<file path="src/rtl/vline_motion_pkg.sv">
// Shared types and defaults for the vertical-line mover, its controller
// and the renderer.
package vline_motion_pkg;

  localparam int COORD_W = 16;

  typedef logic [COORD_W-1:0] coord_t;

  localparam coord_t Y_MIN_DEF   = 16'd18;
  localparam coord_t Y_MAX_DEF   = 16'd487;
  localparam coord_t Y_START_DEF = 16'd240;

  typedef enum logic [1:0] {
    IDLE,
    LOAD,
    SETTLE,
    RUN
  } state_t;

endpackage

</file>
<file path="src/rtl/vline_step_div.sv">
// Frame-tick divider for the line controller: counts ticks, queues owed
// steps and spaces command pulses at least one idle cycle apart.
module vline_step_div
  #(
    parameter logic [3:0] STEP_DIV = 4'd1
  )
  (
    input  logic clk,
    input  logic reset,
    input  logic en,
    input  logic clr,
    input  logic frame_tick,
    input  logic take,
    input  logic pulse,
    output logic due,
    output logic busy
  );

  localparam logic [3:0] LAST =
    (STEP_DIV == 4'd0) ? 4'd0 : STEP_DIV - 4'd1;

  logic [3:0] div;
  logic [3:0] pend;
  logic       wrap;

  assign wrap = en & frame_tick & (div == LAST);
  assign due  = en & ~busy & (pend != 4'd0);

  // Tick counter: advances on each enabled tick, wraps on the final count.
  always_ff @(posedge clk or posedge reset) begin
    if (reset) begin
      div <= 4'd0;
    end else if (clr) begin
      div <= 4'd0;
    end else if (en && frame_tick) begin
      div <= (div == LAST) ? 4'd0 : div + 4'd1;
    end
  end

  // Owed steps: a wrap adds one, an issued step removes one.
  always_ff @(posedge clk or posedge reset) begin
    if (reset) begin
      pend <= 4'd0;
    end else if (clr) begin
      pend <= 4'd0;
    end else begin
      unique case ({wrap, take})
        2'b10: if (pend != 4'hF) pend <= pend + 4'd1;
        2'b01: pend <= pend - 4'd1;
        default: ;
      endcase
    end
  end

  // Guard cycle after any command so pulses never merge.
  always_ff @(posedge clk or posedge reset) begin
    if (reset) begin
      busy <= 1'b0;
    end else begin
      busy <= pulse;
    end
  end

endmodule

</file>
<file path="src/rtl/vline_motion_ctrl.sv">
// Command-side initiator for the vertical-line mover: issues UP/DW/LD
// pulses so the line bounces between Y_MIN and Y_MAX once per step.
module vline_motion_ctrl
  import vline_motion_pkg::*;
  #(
    parameter coord_t     Y_MIN    = Y_MIN_DEF,
    parameter coord_t     Y_MAX    = Y_MAX_DEF,
    parameter coord_t     Y_START  = Y_START_DEF,
    parameter logic [3:0] STEP_DIV = 4'd1
  )
  (
    input  logic               clk,
    input  logic               reset,
    input  logic               frame_tick,
    input  logic               go,
    input  logic               stop,
    input  logic               pause,
    input  logic [COORD_W-1:0] ycoord,
    output logic               UP,
    output logic               DW,
    output logic               LD,
    output logic [COORD_W-1:0] ld_value,
    output logic               dir,
    output logic               running,
    output logic [7:0]         bounce_cnt
  );

  state_t state;
  logic   go_q;
  logic   go_rise;
  logic   in_run;
  logic   relaunch;
  logic   fire;
  logic   due;
  logic   busy;
  logic   step_up;
  logic   flip;

  assign ld_value = Y_START;

  assign go_rise  = go & ~go_q;
  assign in_run   = (state == RUN);
  assign relaunch = go & ~stop &
                    ((state == IDLE) | (in_run & go_rise));
  assign fire     = due & in_run & ~stop & ~go_rise;

  // At a bound the direction flips and the step heads back inward.
  assign flip    = dir ? (ycoord >= Y_MAX) : (ycoord <= Y_MIN);
  assign step_up = dir ^ flip;

  vline_step_div #(
    .STEP_DIV (STEP_DIV)
  ) u_div (
    .clk        (clk),
    .reset      (reset),
    .en         (in_run & ~pause),
    .clr        (relaunch),
    .frame_tick (frame_tick),
    .take       (fire),
    .pulse      (relaunch | fire),
    .due        (due),
    .busy       (busy)
  );

  // Remember go so a held level restarts only once from RUN.
  always_ff @(posedge clk or posedge reset) begin
    if (reset) begin
      go_q <= 1'b0;
    end else begin
      go_q <= go;
    end
  end

  // Control FSM with registered command pulses and status.
  always_ff @(posedge clk or posedge reset) begin
    if (reset) begin
      state      <= IDLE;
      UP         <= 1'b0;
      DW         <= 1'b0;
      LD         <= 1'b0;
      dir        <= 1'b1;
      running    <= 1'b0;
      bounce_cnt <= 8'd0;
    end else begin
      UP <= 1'b0;
      DW <= 1'b0;
      LD <= 1'b0;
      if (stop) begin
        state   <= IDLE;
        running <= 1'b0;
      end else if (relaunch) begin
        state      <= LOAD;
        LD         <= 1'b1;
        dir        <= 1'b1;
        bounce_cnt <= 8'd0;
        running    <= 1'b1;
      end else begin
        unique case (state)
          LOAD: begin
            state   <= SETTLE;
            running <= 1'b0;
          end
          SETTLE: begin
            state   <= RUN;
            running <= 1'b1;
          end
          RUN: begin
            if (fire) begin
              UP <= step_up;
              DW <= ~step_up;
              if (flip) begin
                dir        <= ~dir;
                bounce_cnt <= bounce_cnt + 8'd1;
              end
            end
          end
          default: ;
        endcase
      end
    end
  end

endmodule

</file>
<file path="config.mk">
export PLATFORM = sky130hd
export DESIGN_NAME = vline_motion_ctrl
export DESIGN_NICKNAME = d
export VERILOG_FILES = /design/src/rtl/vline_motion_pkg.sv /design/src/rtl/vline_step_div.sv /design/src/rtl/vline_motion_ctrl.sv
export SDC_FILE = /design/constraint.sdc
export NUM_CORES = 1
export LEC_CHECK = 0
export BUFFER_PORTS_ARGS = -buffer_cell sky130_fd_sc_hd__buf_4
export CAP_MARGIN = 20
export CORE_ASPECT_RATIO = 0.9
export CORE_UTILIZATION = 40
export DETAILED_ROUTE_END_ITERATION = 8
export HOLD_SLACK_MARGIN = 0.05
export PLACE_DENSITY = 0.66
export SYNTH_ARGS = -nofsm -noshare
export SYNTH_HDL_FRONTEND = slang
export SYNTH_SLANG_ARGS = --single-unit
export TNS_END_PERCENT = 5
</file>
<file path="constraint.sdc">
create_clock -name clk -period 9 [get_ports clk]
set_input_delay 1.8 -clock clk [delete_from_list [all_inputs] [get_ports clk]]
set_output_delay 1.8 -clock clk [all_outputs]
set_load 0.005 [all_outputs]
</file>
==> impl_summary.md <==
Drt
The number of routed nets with antenna violations is 0. The overall via count from detail_route is 1339. The violation count after the first detailed-routing iteration is 46. In the final routed layout, each cell accounts on average for 12.87 um. The wire length reported by the detailed router is 3218 um.

The count of TritonRoute iterations in the first routing pass is 4. Dividing the detail-routed via count by the number of cells gives 5.356. For this run, design rule violations remaining after detail routing come to 0.

Global routing
For this run, the total global-route usage over all layers was measured as 0.1576. The via count of the first global-routing pass was 1169. The first global-routing pass estimated 5561 um of wire. Entering global routing, the biggest net connects 25 pins. The number of antenna violations at the first check in global routing is 0. The residual overflow from global routing is 0.

Synthesis
The netlist area before placement is 0.001630 mm^2. For this run, the register share of the synthesized area comes to 0.3691. After synthesis, the cell types taking the most area are dfrtp_1 (35%), buf_4 (8.3%), ha_1 (6.1%), o21ai_0 (4.0%), a21oi_1 (3.4%). In the synthesized netlist the dominant register cell turns out to be dfrtp_1. The share of synthesized area in the top cell type comes to 0.3530.

By count the netlist is led by dfrtp_1 (23), buf_4 (18), o21ai_0 (13). The proportion of register bits with asynchronous set or reset after synthesis is 1.000. Counting every instance in the synthesized netlist gives 174. The number of warning messages in the yosys log is 0.

The simple-gate share of the synthesized area is 0.2348. The post-synthesis compound-gate area fraction was 0.1750. Of the total synthesized cell area, the portion taken by XOR and XNOR cells is 0.02686.

Of the total synthesized cell area, the portion taken by full adders, half adders and majority gates is 0.06140. After synthesis, the largest family of logic cells by area is simple AND/OR/NAND/NOR gates. The multiplexer area fraction after synthesis is 0.01228. The total of flip-flops plus latches after synthesis is 24. The distinct cell type count of the synthesized netlist is 49. The average footprint of a synthesized cell is 9.370 um^2. dfrtp_1 takes more of the synthesized area than any other cell. The library cell with the highest instance count after synthesis is dfrtp_1. The synthesized design contains 0 enable-type register cells.

Placed design
The number of buffers added on ports is 34. In this run the cell area measured after placement is 0.001837 mm^2. The sum of net half-perimeters after detailed placement is 2421 um. Before CTS, the worst setup slack after placement is 4.382 ns. The congestion estimate from routability-driven global placement came to 0.8643.

CTS
The number of buffers created by CTS is 3. Buffers added to address setup during post-CTS repair amount to 0. The clock reaches the later pin of the worst-skew pair after 0.27 ns. In this run the number of H-tree levels came out at 1.

In this run the deepest clock path goes through 2 buffers. Counting every sink on the clock net gives 24. TritonCTS built the clock tree. Clock-pin slew was measured on the worst setup and hold paths at 0.08 ns.

Once the clock tree was built, the resizer swapped 0 gates to a different size. The root buffer cell chosen for the clock tree is clkbuf_8. The number of hold-repair buffers added at the cts stage is 0.

Timing
The max-slew violation total from the final report is 0. For the pin with the worst max-slew slack, the measured transition is 1.179 ns. The top achievable clock speed is 232.3 MHz. Setup repair after global routing left no endpoint under its margin.

Setup violations remaining at the end of the flow were counted as 0. On the final layout, the worst clock skew is 0.001154 ns. The hold violation count in the final report is 0. The worst relative slew slack is 0.2143.

Across all setup checks in the final design, the least slack found is 4.696 ns. The total negative slack is 0 ns. The minimum period implied by the final worst setup slack is 4.304 ns. The final clock period utilization by the worst path is 0.4782.

Run status
The run finished with clean final reports.

Die
The die area is 0.004335 mm^2. The placeable core area is 0.003810 mm^2. From bottom edge to top edge, the die measures 62.57 um. From left edge to right edge, the die measures 69.30 um. For this configuration, the core starts out at a cell density of 0.4279.

The boundary pin count is 51. The floorplan row count is 21.

Setup path
STA puts the critical path data arrival time at 4.50 ns. The sort of element at the end of the critical path is a flip-flop. The worst setup path is of the input pin to flip-flop kind.

STA puts the critical path data required time at 9.20 ns. The delay of the slowest critical-path stage is 0.58 ns. The dominant delay contributor by cell family on the critical path is simple AND/OR/NAND/NOR gates. The largest driver fanout on the critical path is 8. Traced cell by cell, the critical path runs through buf_4 > or4b_4 > nor3_2 > and2_2 > ha_1 > o21ai_0 > or2b_2 > a2111oi_4 > mux2i_1. The combined buffer and inverter count along the critical path is 1.

The kind of start point of the critical path is an input pin. The cell at the slowest stage of the critical path is or4b_4.

Job
The max-cap violation count is 0.

Finish
The synthesis-to-finish area growth is 16.04%. The number of nets at the end of the flow is 235. The number of antenna cells inserted is 0. Of the cells placed in the final design, the portion with a size suffix greater than 1 is 0.2500.

The area of all placed cells without fillers is 0.001892 mm^2.

Power and ir drop
Power spread over the standard cell area amounts to 126.6 mW/mm^2. IR analysis of the VDD net gives a maximum drop of 116.3 uV. Summed over all cells, the static leakage comes to 0.9126 nW.

Min path
The path class of the tightest hold or removal check is flip-flop to flip-flop.
-- final cells by class --
| type | count | area, um^2 |
|---|---|---|
| tap | 46 | 57.56 |
| clock buffer | 4 | 55.05 |
| multi-input combinational | 134 | 892.1 |
| fill | 359 | 1918 |
| timing repair buffer | 34 | 255.2 |
| sequential | 24 | 601.8 |
| inverter | 8 | 30.03 |
-- per-stage QoR --
step / power [W] / std cells / util / hold slack, ns
floorplan: 0.0001557 / 188 / - / 0.5006
global placement: 0.0001677 / 246 / 0.4821 / 0.5283
detailed placement: 0.0001679 / 246 / 0.4821 / 0.5370
CTS: 0.0002433 / 250 / 0.4966 / 0.5575
global route: 0.0002554 / 250 / 0.4966 / 0.5854
finish: 0.0002396 / 250 / 0.4966 / 0.5512
-- kinds of logic (layout without fill, tap and decap cells) --
| group | after synthesis | in the layout |
|---|---|---|
| mux | 2 | 2 |
| flops | 24 | 24 |
| buf+inv | 30 | 46 |
| xor+xnor | 5 | 5 |
| simple gates | 62 | 62 |
| fa+ha+maj | 8 | 8 |
| compound gates | 41 | 41 |
| other cells | 2 | 16 |
-- per-layer routing --
layer | wire [um] | GRT usage | vias up
met5 | 0 | 0 | -
met4 | 22 | 0.03061 | 0
met3 | 154 | 0.04194 | 2
met2 | 1499 | 0.2524 | 38
met1 | 1542 | 0.2144 | 643
li1 | - | - | 656
-- report_power, final --
part	switching (W)	internal, W	total (W)
logic	0.0000243	0.0000214	0.0000457
registers	0.00000594	0.000114	0.000120
clock network	0.0000352	0.0000391	0.0000743
total	0.0000654	0.000174	0.000240
-- placed cells by master, fill, tap and decap left out, types with 2 or more instances in the layout --
master / instances
or4_1: 4
o211ai_1: 3
mux2i_1: 2
a21oi_1: 11
and2_1: 3
o31ai_1: 3
and3_1: 2
or3_1: 5
o21a_1: 2
nand4_1: 5
nor2_1: 10
nand2b_1: 2
inv_1: 8
clkbuf_8: 4
dfrtp_1: 23
xor2_1: 4
o21ai_0: 13
nand2_1: 9
ha_1: 8
buf_4: 34
nor4_1: 2
nand3_1: 7
conb_1: 16
-- final timing paths --
| check | from | to | slack [ns] | depth (start not counted) |
|---|---|---|---|---|
| min in group asynchronous | reset | bounce_cnt[7] | 1.72 | 2 |
| setup reg to reg | running | u_div.pend[3] | 5.76 | 9 |
| hold reg to reg | state[1] | state[1] | 0.55 | 1 |
| max in group asynchronous | reset | running | 6.72 | 2 |
| setup / recovery | pause | u_div.pend[3] | 4.70 | 9 |
| hold / removal | state[1] | state[1] | 0.55 | 1 |
-- registers in the layout (all words and copies together), names as in the netlist --
signal,flops
bounce_cnt,8
u_div.busy,1
dir,1
running,1
u_div.div,4
u_div.pend,4
go_q,1
LD,1
DW,1
UP,1
state,1
Power figures use the tool's default switching activity.
